**src/rtl/alu_cmd_sequencer_if.sv**
```systemverilog
// alu_cmd_sequencer_if: UART-side, ALU-side and TX-side signals of the command sequencer
interface alu_cmd_sequencer_if #(
  parameter int N_DATA       = 8,
  parameter int NB_OPERATION = 6
);
  logic [N_DATA-1:0]       rx_data;
  logic                    rx_valid;
  logic [N_DATA-1:0]       alu_result;
  logic                    tx_done;
  logic [N_DATA-1:0]       alu_data_a;
  logic [N_DATA-1:0]       alu_data_b;
  logic [NB_OPERATION-1:0] alu_data_op;
  logic [N_DATA-1:0]       tx_data;
  logic                    tx_start;
  logic                    busy;
  logic                    overrun;
  logic                    frame_err;
  modport master (
    output rx_data, rx_valid, alu_result, tx_done,
    input  alu_data_a, alu_data_b, alu_data_op, tx_data, tx_start, busy, overrun, frame_err
  );
  modport slave (
    input  rx_data, rx_valid, alu_result, tx_done,
    output alu_data_a, alu_data_b, alu_data_op, tx_data, tx_start, busy, overrun, frame_err
  );
endinterface

```
**src/rtl/alu_cmd_sequencer.sv**
```systemverilog
// alu_cmd_sequencer: collects A,B,OP frames, settles the ALU, captures and sends the result.
// Define ALU_SEQ_TIMEOUT_EN to abort half-received frames after TIMEOUT_CYCLES idle cycles.
module alu_cmd_sequencer #(
  parameter int N_DATA         = 8,
  parameter int NB_OPERATION   = 6,
  parameter int ALU_LATENCY    = 1,
  parameter int NB_TIMEOUT     = 16,
  parameter int TIMEOUT_CYCLES = 50000
) (
  input logic               i_clk,
  input logic               i_rst,
  alu_cmd_sequencer_if.slave sif
);
  localparam logic [2:0] IDLE    = 3'd0;
  localparam logic [2:0] GET_B   = 3'd1;
  localparam logic [2:0] GET_OP  = 3'd2;
  localparam logic [2:0] EXEC    = 3'd3;
  localparam logic [2:0] SEND    = 3'd4;
  localparam logic [2:0] WAIT_TX = 3'd5;
  localparam int NB_LAT = ALU_LATENCY > 1 ? $clog2(ALU_LATENCY) : 1;
  logic [2:0]              state_q, state_d;
  logic [NB_LAT-1:0]       lat_q, lat_d;
  logic [N_DATA-1:0]       a_q, a_d, b_q, b_d, tx_q, tx_d;
  logic [NB_OPERATION-1:0] op_q, op_d;
  logic                    ovr_q, ovr_d, ferr_q, ferr_d;
  logic                    collecting, expired;
  assign collecting = state_q == GET_B || state_q == GET_OP;
`ifdef ALU_SEQ_TIMEOUT_EN
  logic [NB_TIMEOUT-1:0] idle_q, idle_d;
  assign expired = idle_q == NB_TIMEOUT'(TIMEOUT_CYCLES - 1);
  // An accepted byte or an abort both restart the count from zero
  always_comb idle_d = (collecting && !sif.rx_valid && !expired) ? idle_q + 1'b1 : '0;
  always_ff @(posedge i_clk) idle_q <= i_rst ? '0 : idle_d;
`else
  localparam int unused_timeout = NB_TIMEOUT + TIMEOUT_CYCLES;
  assign expired = 1'b0;
`endif
  always_comb begin
    state_d = state_q;
    lat_d   = lat_q;
    a_d     = a_q;
    b_d     = b_q;
    op_d    = op_q;
    tx_d    = tx_q;
    ovr_d   = sif.rx_valid && (state_q == EXEC || state_q == SEND || state_q == WAIT_TX);
    ferr_d  = collecting && !sif.rx_valid && expired;
    case (state_q)
      IDLE: if (sif.rx_valid) begin
        a_d     = sif.rx_data;
        state_d = GET_B;
      end
      GET_B: if (sif.rx_valid) begin
        b_d     = sif.rx_data;
        state_d = GET_OP;
      end else if (expired) state_d = IDLE;
      GET_OP: if (sif.rx_valid) begin
        op_d    = sif.rx_data[NB_OPERATION-1:0];
        lat_d   = '0;
        state_d = EXEC;
      end else if (expired) state_d = IDLE;
      EXEC: if (lat_q == NB_LAT'(ALU_LATENCY - 1)) begin
        tx_d    = sif.alu_result;
        state_d = SEND;
      end else lat_d = lat_q + 1'b1;
      SEND:    state_d = WAIT_TX;
      WAIT_TX: state_d = sif.tx_done ? IDLE : WAIT_TX;
      default: state_d = IDLE;
    endcase
  end
  always_ff @(posedge i_clk) begin
    if (i_rst) begin
      state_q <= IDLE;
      lat_q   <= '0;
      a_q     <= '0;
      b_q     <= '0;
      op_q    <= '0;
      tx_q    <= '0;
      ovr_q   <= 1'b0;
      ferr_q  <= 1'b0;
    end else begin
      state_q <= state_d;
      lat_q   <= lat_d;
      a_q     <= a_d;
      b_q     <= b_d;
      op_q    <= op_d;
      tx_q    <= tx_d;
      ovr_q   <= ovr_d;
      ferr_q  <= ferr_d;
    end
  end
  assign sif.alu_data_a  = a_q;
  assign sif.alu_data_b  = b_q;
  assign sif.alu_data_op = op_q;
  assign sif.tx_data     = tx_q;
  assign sif.tx_start    = state_q == SEND;
  assign sif.busy        = state_q != IDLE;
  assign sif.overrun     = ovr_q;
  assign sif.frame_err   = ferr_q;
endmodule

```
**src/flat_wrapper.sv**
```systemverilog
// flat-port wrapper written by rule: the top's interface ports become plain ports
module alu_cmd_sequencer_flat 
#(
  parameter int N_DATA         = 8,
  parameter int NB_OPERATION   = 6,
  parameter int ALU_LATENCY    = 1,
  parameter int NB_TIMEOUT     = 16,
  parameter int TIMEOUT_CYCLES = 50000
)
  (i_clk, i_rst, sif_rx_data, sif_rx_valid, sif_alu_result, sif_tx_done, sif_alu_data_a, sif_alu_data_b, sif_alu_data_op, sif_tx_data, sif_tx_start, sif_busy, sif_overrun, sif_frame_err);
  alu_cmd_sequencer_if #(.N_DATA(N_DATA), .NB_OPERATION(NB_OPERATION)) sif_i ();
  input logic i_clk;
  input logic i_rst;
  input wire logic [$bits(sif_i.rx_data)-1:0] sif_rx_data;
  input wire logic [$bits(sif_i.rx_valid)-1:0] sif_rx_valid;
  input wire logic [$bits(sif_i.alu_result)-1:0] sif_alu_result;
  input wire logic [$bits(sif_i.tx_done)-1:0] sif_tx_done;
  output wire logic [$bits(sif_i.alu_data_a)-1:0] sif_alu_data_a;
  output wire logic [$bits(sif_i.alu_data_b)-1:0] sif_alu_data_b;
  output wire logic [$bits(sif_i.alu_data_op)-1:0] sif_alu_data_op;
  output wire logic [$bits(sif_i.tx_data)-1:0] sif_tx_data;
  output wire logic [$bits(sif_i.tx_start)-1:0] sif_tx_start;
  output wire logic [$bits(sif_i.busy)-1:0] sif_busy;
  output wire logic [$bits(sif_i.overrun)-1:0] sif_overrun;
  output wire logic [$bits(sif_i.frame_err)-1:0] sif_frame_err;
  assign sif_i.rx_data = sif_rx_data;
  assign sif_i.rx_valid = sif_rx_valid;
  assign sif_i.alu_result = sif_alu_result;
  assign sif_i.tx_done = sif_tx_done;
  assign sif_alu_data_a = sif_i.alu_data_a;
  assign sif_alu_data_b = sif_i.alu_data_b;
  assign sif_alu_data_op = sif_i.alu_data_op;
  assign sif_tx_data = sif_i.tx_data;
  assign sif_tx_start = sif_i.tx_start;
  assign sif_busy = sif_i.busy;
  assign sif_overrun = sif_i.overrun;
  assign sif_frame_err = sif_i.frame_err;
  alu_cmd_sequencer #(.N_DATA(N_DATA), .NB_OPERATION(NB_OPERATION), .ALU_LATENCY(ALU_LATENCY), .NB_TIMEOUT(NB_TIMEOUT), .TIMEOUT_CYCLES(TIMEOUT_CYCLES)) u_core (.i_clk(i_clk), .i_rst(i_rst), .sif(sif_i));
endmodule
```
**config.mk**
```make
export PLATFORM = sky130hd
export DESIGN_NAME = alu_cmd_sequencer_flat
export DESIGN_NICKNAME = d
export VERILOG_FILES = /design/src/rtl/alu_cmd_sequencer_if.sv /design/src/rtl/alu_cmd_sequencer.sv /design/src/flat_wrapper.sv
export SDC_FILE = /design/constraint.sdc
export NUM_CORES = 1
export LEC_CHECK = 0
export ABC_AREA = 1
export BUFFER_PORTS_ARGS = -buffer_cell sky130_fd_sc_hd__buf_2
export CORE_UTILIZATION = 47
export CTS_CLUSTER_SIZE = 24
export DETAILED_ROUTE_END_ITERATION = 7
export PLACE_DENSITY = 0.75
export SYNTH_ARGS = -nofsm -noshare
export SYNTH_HDL_FRONTEND = slang
export SYNTH_SLANG_ARGS = --single-unit
```
**constraint.sdc**
```tcl
create_clock -name i_clk -period 1.3 [get_ports i_clk]
set_input_delay 0.325 -clock i_clk [delete_from_list [all_inputs] [get_ports i_clk]]
set_output_delay 0.325 -clock i_clk [all_outputs]
set_load 0.005 [all_outputs]
```
---- Word-level counts from Yosys, hierarchy flattened ----
Index checks and enable logic that the tools add are counted.
storage, ports and cells
  register bits after elaboration ......... 35
  logic and storage cells ................. 39
cells by class
  add/subtract/negate cells ............... 1
  eq/ne operators ......................... 9
  mux-type cells .......................... 9
  bitwise gates (word level) .............. 1
  reduce and logical (&&, ||, !) cells .... 12
operators with widths
  kind                 number
  $pmux 3 s6           1
  $mux 3               5
  $reduce_and 2->1     5
  $ne 2x2->1 const B   4
  $eq 3x2->1 const B   2
  $eq 3x3->1 const B   2
  $reduce_and 4->1     1
  $eq 3x1->1 const B   1
  $logic_not 3->1      1
  $reduce_bool 3->1    1
  $logic_or 1x1->1     2
  $mux 1               2
  $pmux 1 s2           1
  $reduce_bool 2->1    1
  $add 1x1->1 const B  1
  $logic_and 1x1->1    1
  $not 1->1            1

---- Depth between registers and ports, before layout ----
  depth in word-level cells ............... 4
  depth in mapped cells ................... 7

---- Least setup slack after synthesis ----
Ideal clock, no wire load.
  path kind ............................... register to output
  from .................................... register u_core.state_q[2]
  to ...................................... output port sif_tx_start
  arrival ................................. 0.793 ns
  path slack .............................. 0.182 ns
  cell stages (with the launch flop) ...... 4
  path buffers ............................ 1
  cell sequence ........................... dfxtp_1 buf_4 inv_1 nor3_1
on the way
  longest elaborated chain between the ends .. 1
ends and longest elaborated chain
  element                 RTL line                 source
  from (decl)             alu_cmd_sequencer.sv:21  logic [2:0] state_q, state_d;
  from (signal assigned)  alu_cmd_sequencer.sv:81  state_q <= state_d;
  $eq 3x3->1              alu_cmd_sequencer.sv:95  assign sif.tx_start = state_q == SEND;
  to (decl)               flat_wrapper.sv:22       output wire logic [$bits(sif_i.tx_start)-1:0] sif_tx_start;
Every way passes these cells.

---- Worst setup path in the final report ----
Ends and elaborated chain as after synthesis.

==> results.ini <==
[synth]
synth_top_area_cell=dfxtp_1
synth.area.top_cells=dfxtp_1, nand2_1, nor2_1
synth_warnings=0
synth_edf_count=0
synthCells=180
synthTopCellsByCount=nand2_1, dfxtp_1, nor2_1
syn-cell-area_um2=1420
syn_avg_cell_area_um2=7.88
synth_top_area_share=0.480
synth_most_common_cell=nand2_1
async_flop_share=0
synth_nets=200
ys_seq_elements=34
synth_ff_type=dfxtp_1
synth-seq-area-share=0.480
ys_types=20

[placed_design]
hpwl_um=2240
place_ws_ns=0.0683
gp_congestion=0.832
placed_cells=260
place_area_um2=1720
port_buffers=52

[drt]
viasPerCell=4.94
drtIter0Drc=52
first_pass_iters=6
wirelength_um=3120
wire_per_inst_um=11.5
vias=1343
drc=6
final_antenna_net_count=0

[sta]
setup_viol=2
finalMaxSlewViolations=0
fmax_ghz=0.695
hold_violations=0
period_share=1.11
finalClockSkew_ns=0.00818
fin_tns_setup_ns=-0.262
setup_ws_ns=-0.139
period_needed_ns=1.44
holdWs_ns=0.204
rsz0062_at_grt=yes

[clock_network]
cts_buffers=5
cts_tree=yes
cts.path.max_buffers=2
cts-root-buf=clkbuf_4
cts_max_level=2
cts_sinks=34
clock_latency_ns=0.34
clk_pin_slew_ns=0.10

[setup_path]
cp.required_ns=0.98
startpoint_type=register
cp-end-kind=output pin
crit_type=register to output pin
arrival_ns=1.11
cp_max_fo=5

[cells_and_area]
nets=260
fin_cells=272
final_layout_size_suffix_gt1_frac=0.353
n_antenna_cell=0
areaGrowthSynthToFinish_pct=30.2
stdcell_area_um2=1850

[power]
ir_drop_v=0.000782
p_leak_uw=0.000914
p_per_area_nw_per_um2=1120

[floorplan]
fp-row-count=19
io-pin-count=54
die_w_um=56.9
coreArea_um2=2810
dieArea_um2=3240
die_h_um=56.9
start_util=0.505

[job]
cap_viol_max_count=0

[grt]
grt.overflow.total=0
grtUsageTotal=0.202
grt_pass1_wl_um=4990
grt_pass1_vias=1181
grt_start_max_net_pins=18
antenna_found_initial=0

[status]
violations=design-rule violations, negative setup slack
status=finished, violations left

[hold_path]
hold_path.class=input port to register

[final timing paths]
path | start | end | slack [ns] | cells past startpoint
hold / removal | sif_alu_result[6] | u_core.sif.tx_data[6] | 0.20 | 3
setup reg to reg | u_core.state_q[2] | u_core.state_q[0] | 0.11 | 7
setup / recovery | u_core.state_q[2] | sif_tx_start | -0.14 | 3
hold reg to reg | u_core.sif.alu_data_a[5] | u_core.sif.alu_data_a[5] | 0.46 | 2
[timing repair]
item                                    CTS  global route
buffers inserted                          2             2
endpoints found under the setup margin    2             9
hold buffers                              0             0
gates resized for setup                   5             6
pin swaps                                 1             3
[state kept, by name, summed over array words and instances, names as in the netlist]
| signal | flops |
|---|---|
| u_core.sif.alu_data_a | 8 |
| u_core.sif.tx_data | 8 |
| u_core.sif.overrun | 1 |
| u_core.sif.alu_data_b | 8 |
| u_core.state_q | 3 |
| u_core.sif.alu_data_op | 6 |
[through the flow]
stage | utilization | power, uW
after floorplan | - | 1340
after global placement | 0.614 | 1460
after detailed placement | 0.614 | 1460
after CTS | 0.645 | 2070
after global routing | 0.658 | 2160
final | 0.658 | 2060
[area by class of cell]
cell class,count,area (um2)
multi-input cells,121,627
fillers,247,960
flip-flops and latches,34,689
well taps,31,38.8
clock inverters,1,5.00
inverters,15,58.8
clock buffers,7,55.1
repair buffers,63,372
[power breakdown]
| part | internal [uW] | switching, uW | total (uW) |
|---|---|---|---|
| Sequential | 1090 | 31.5 | 1120 |
| Clock | 262 | 342 | 604 |
| Combinational | 149 | 183 | 332 |
| Total | 1500 | 556 | 2060 |
[cells by family after synthesis]
group	after synthesis	share of synthesized area
simple gates	93	0.330
buf+inv	25	0.0900
flops	34	0.480
compound gates	27	0.0971
other cells	1	0.00265
[cells in the final DEF, fill, tap and decap left out, drive strengths merged]
cell type	Yosys	layout
buf	9	63
nor2	37	37
nand2	35	35
dfxtp	34	34
a21oi	18	18
nand4	15	15
inv	15	15
o21ai	8	8
clkbuf	1	7
nand3	5	5
nor3	1	1
o211ai	1	1
conb	1	1
clkinv	0	1
[per-layer routing]
metal | vias up | global-route usage | routed length (um)
li1 | 706 | - | -
met3 | 4 | 0.0691 | 158
met1 | 600 | 0.250 | 1420
met5 | - | 0 | 0
met2 | 33 | 0.326 | 1510
met4 | 0 | 0.0767 | 31
[worst max-delay path: stages, from the launching register on]
cell	delay, ns
dfxtp_4	0.39
inv_4	0.05
nor3_2	0.19
buf_2	0.15
Power figures use the tool's default switching activity.
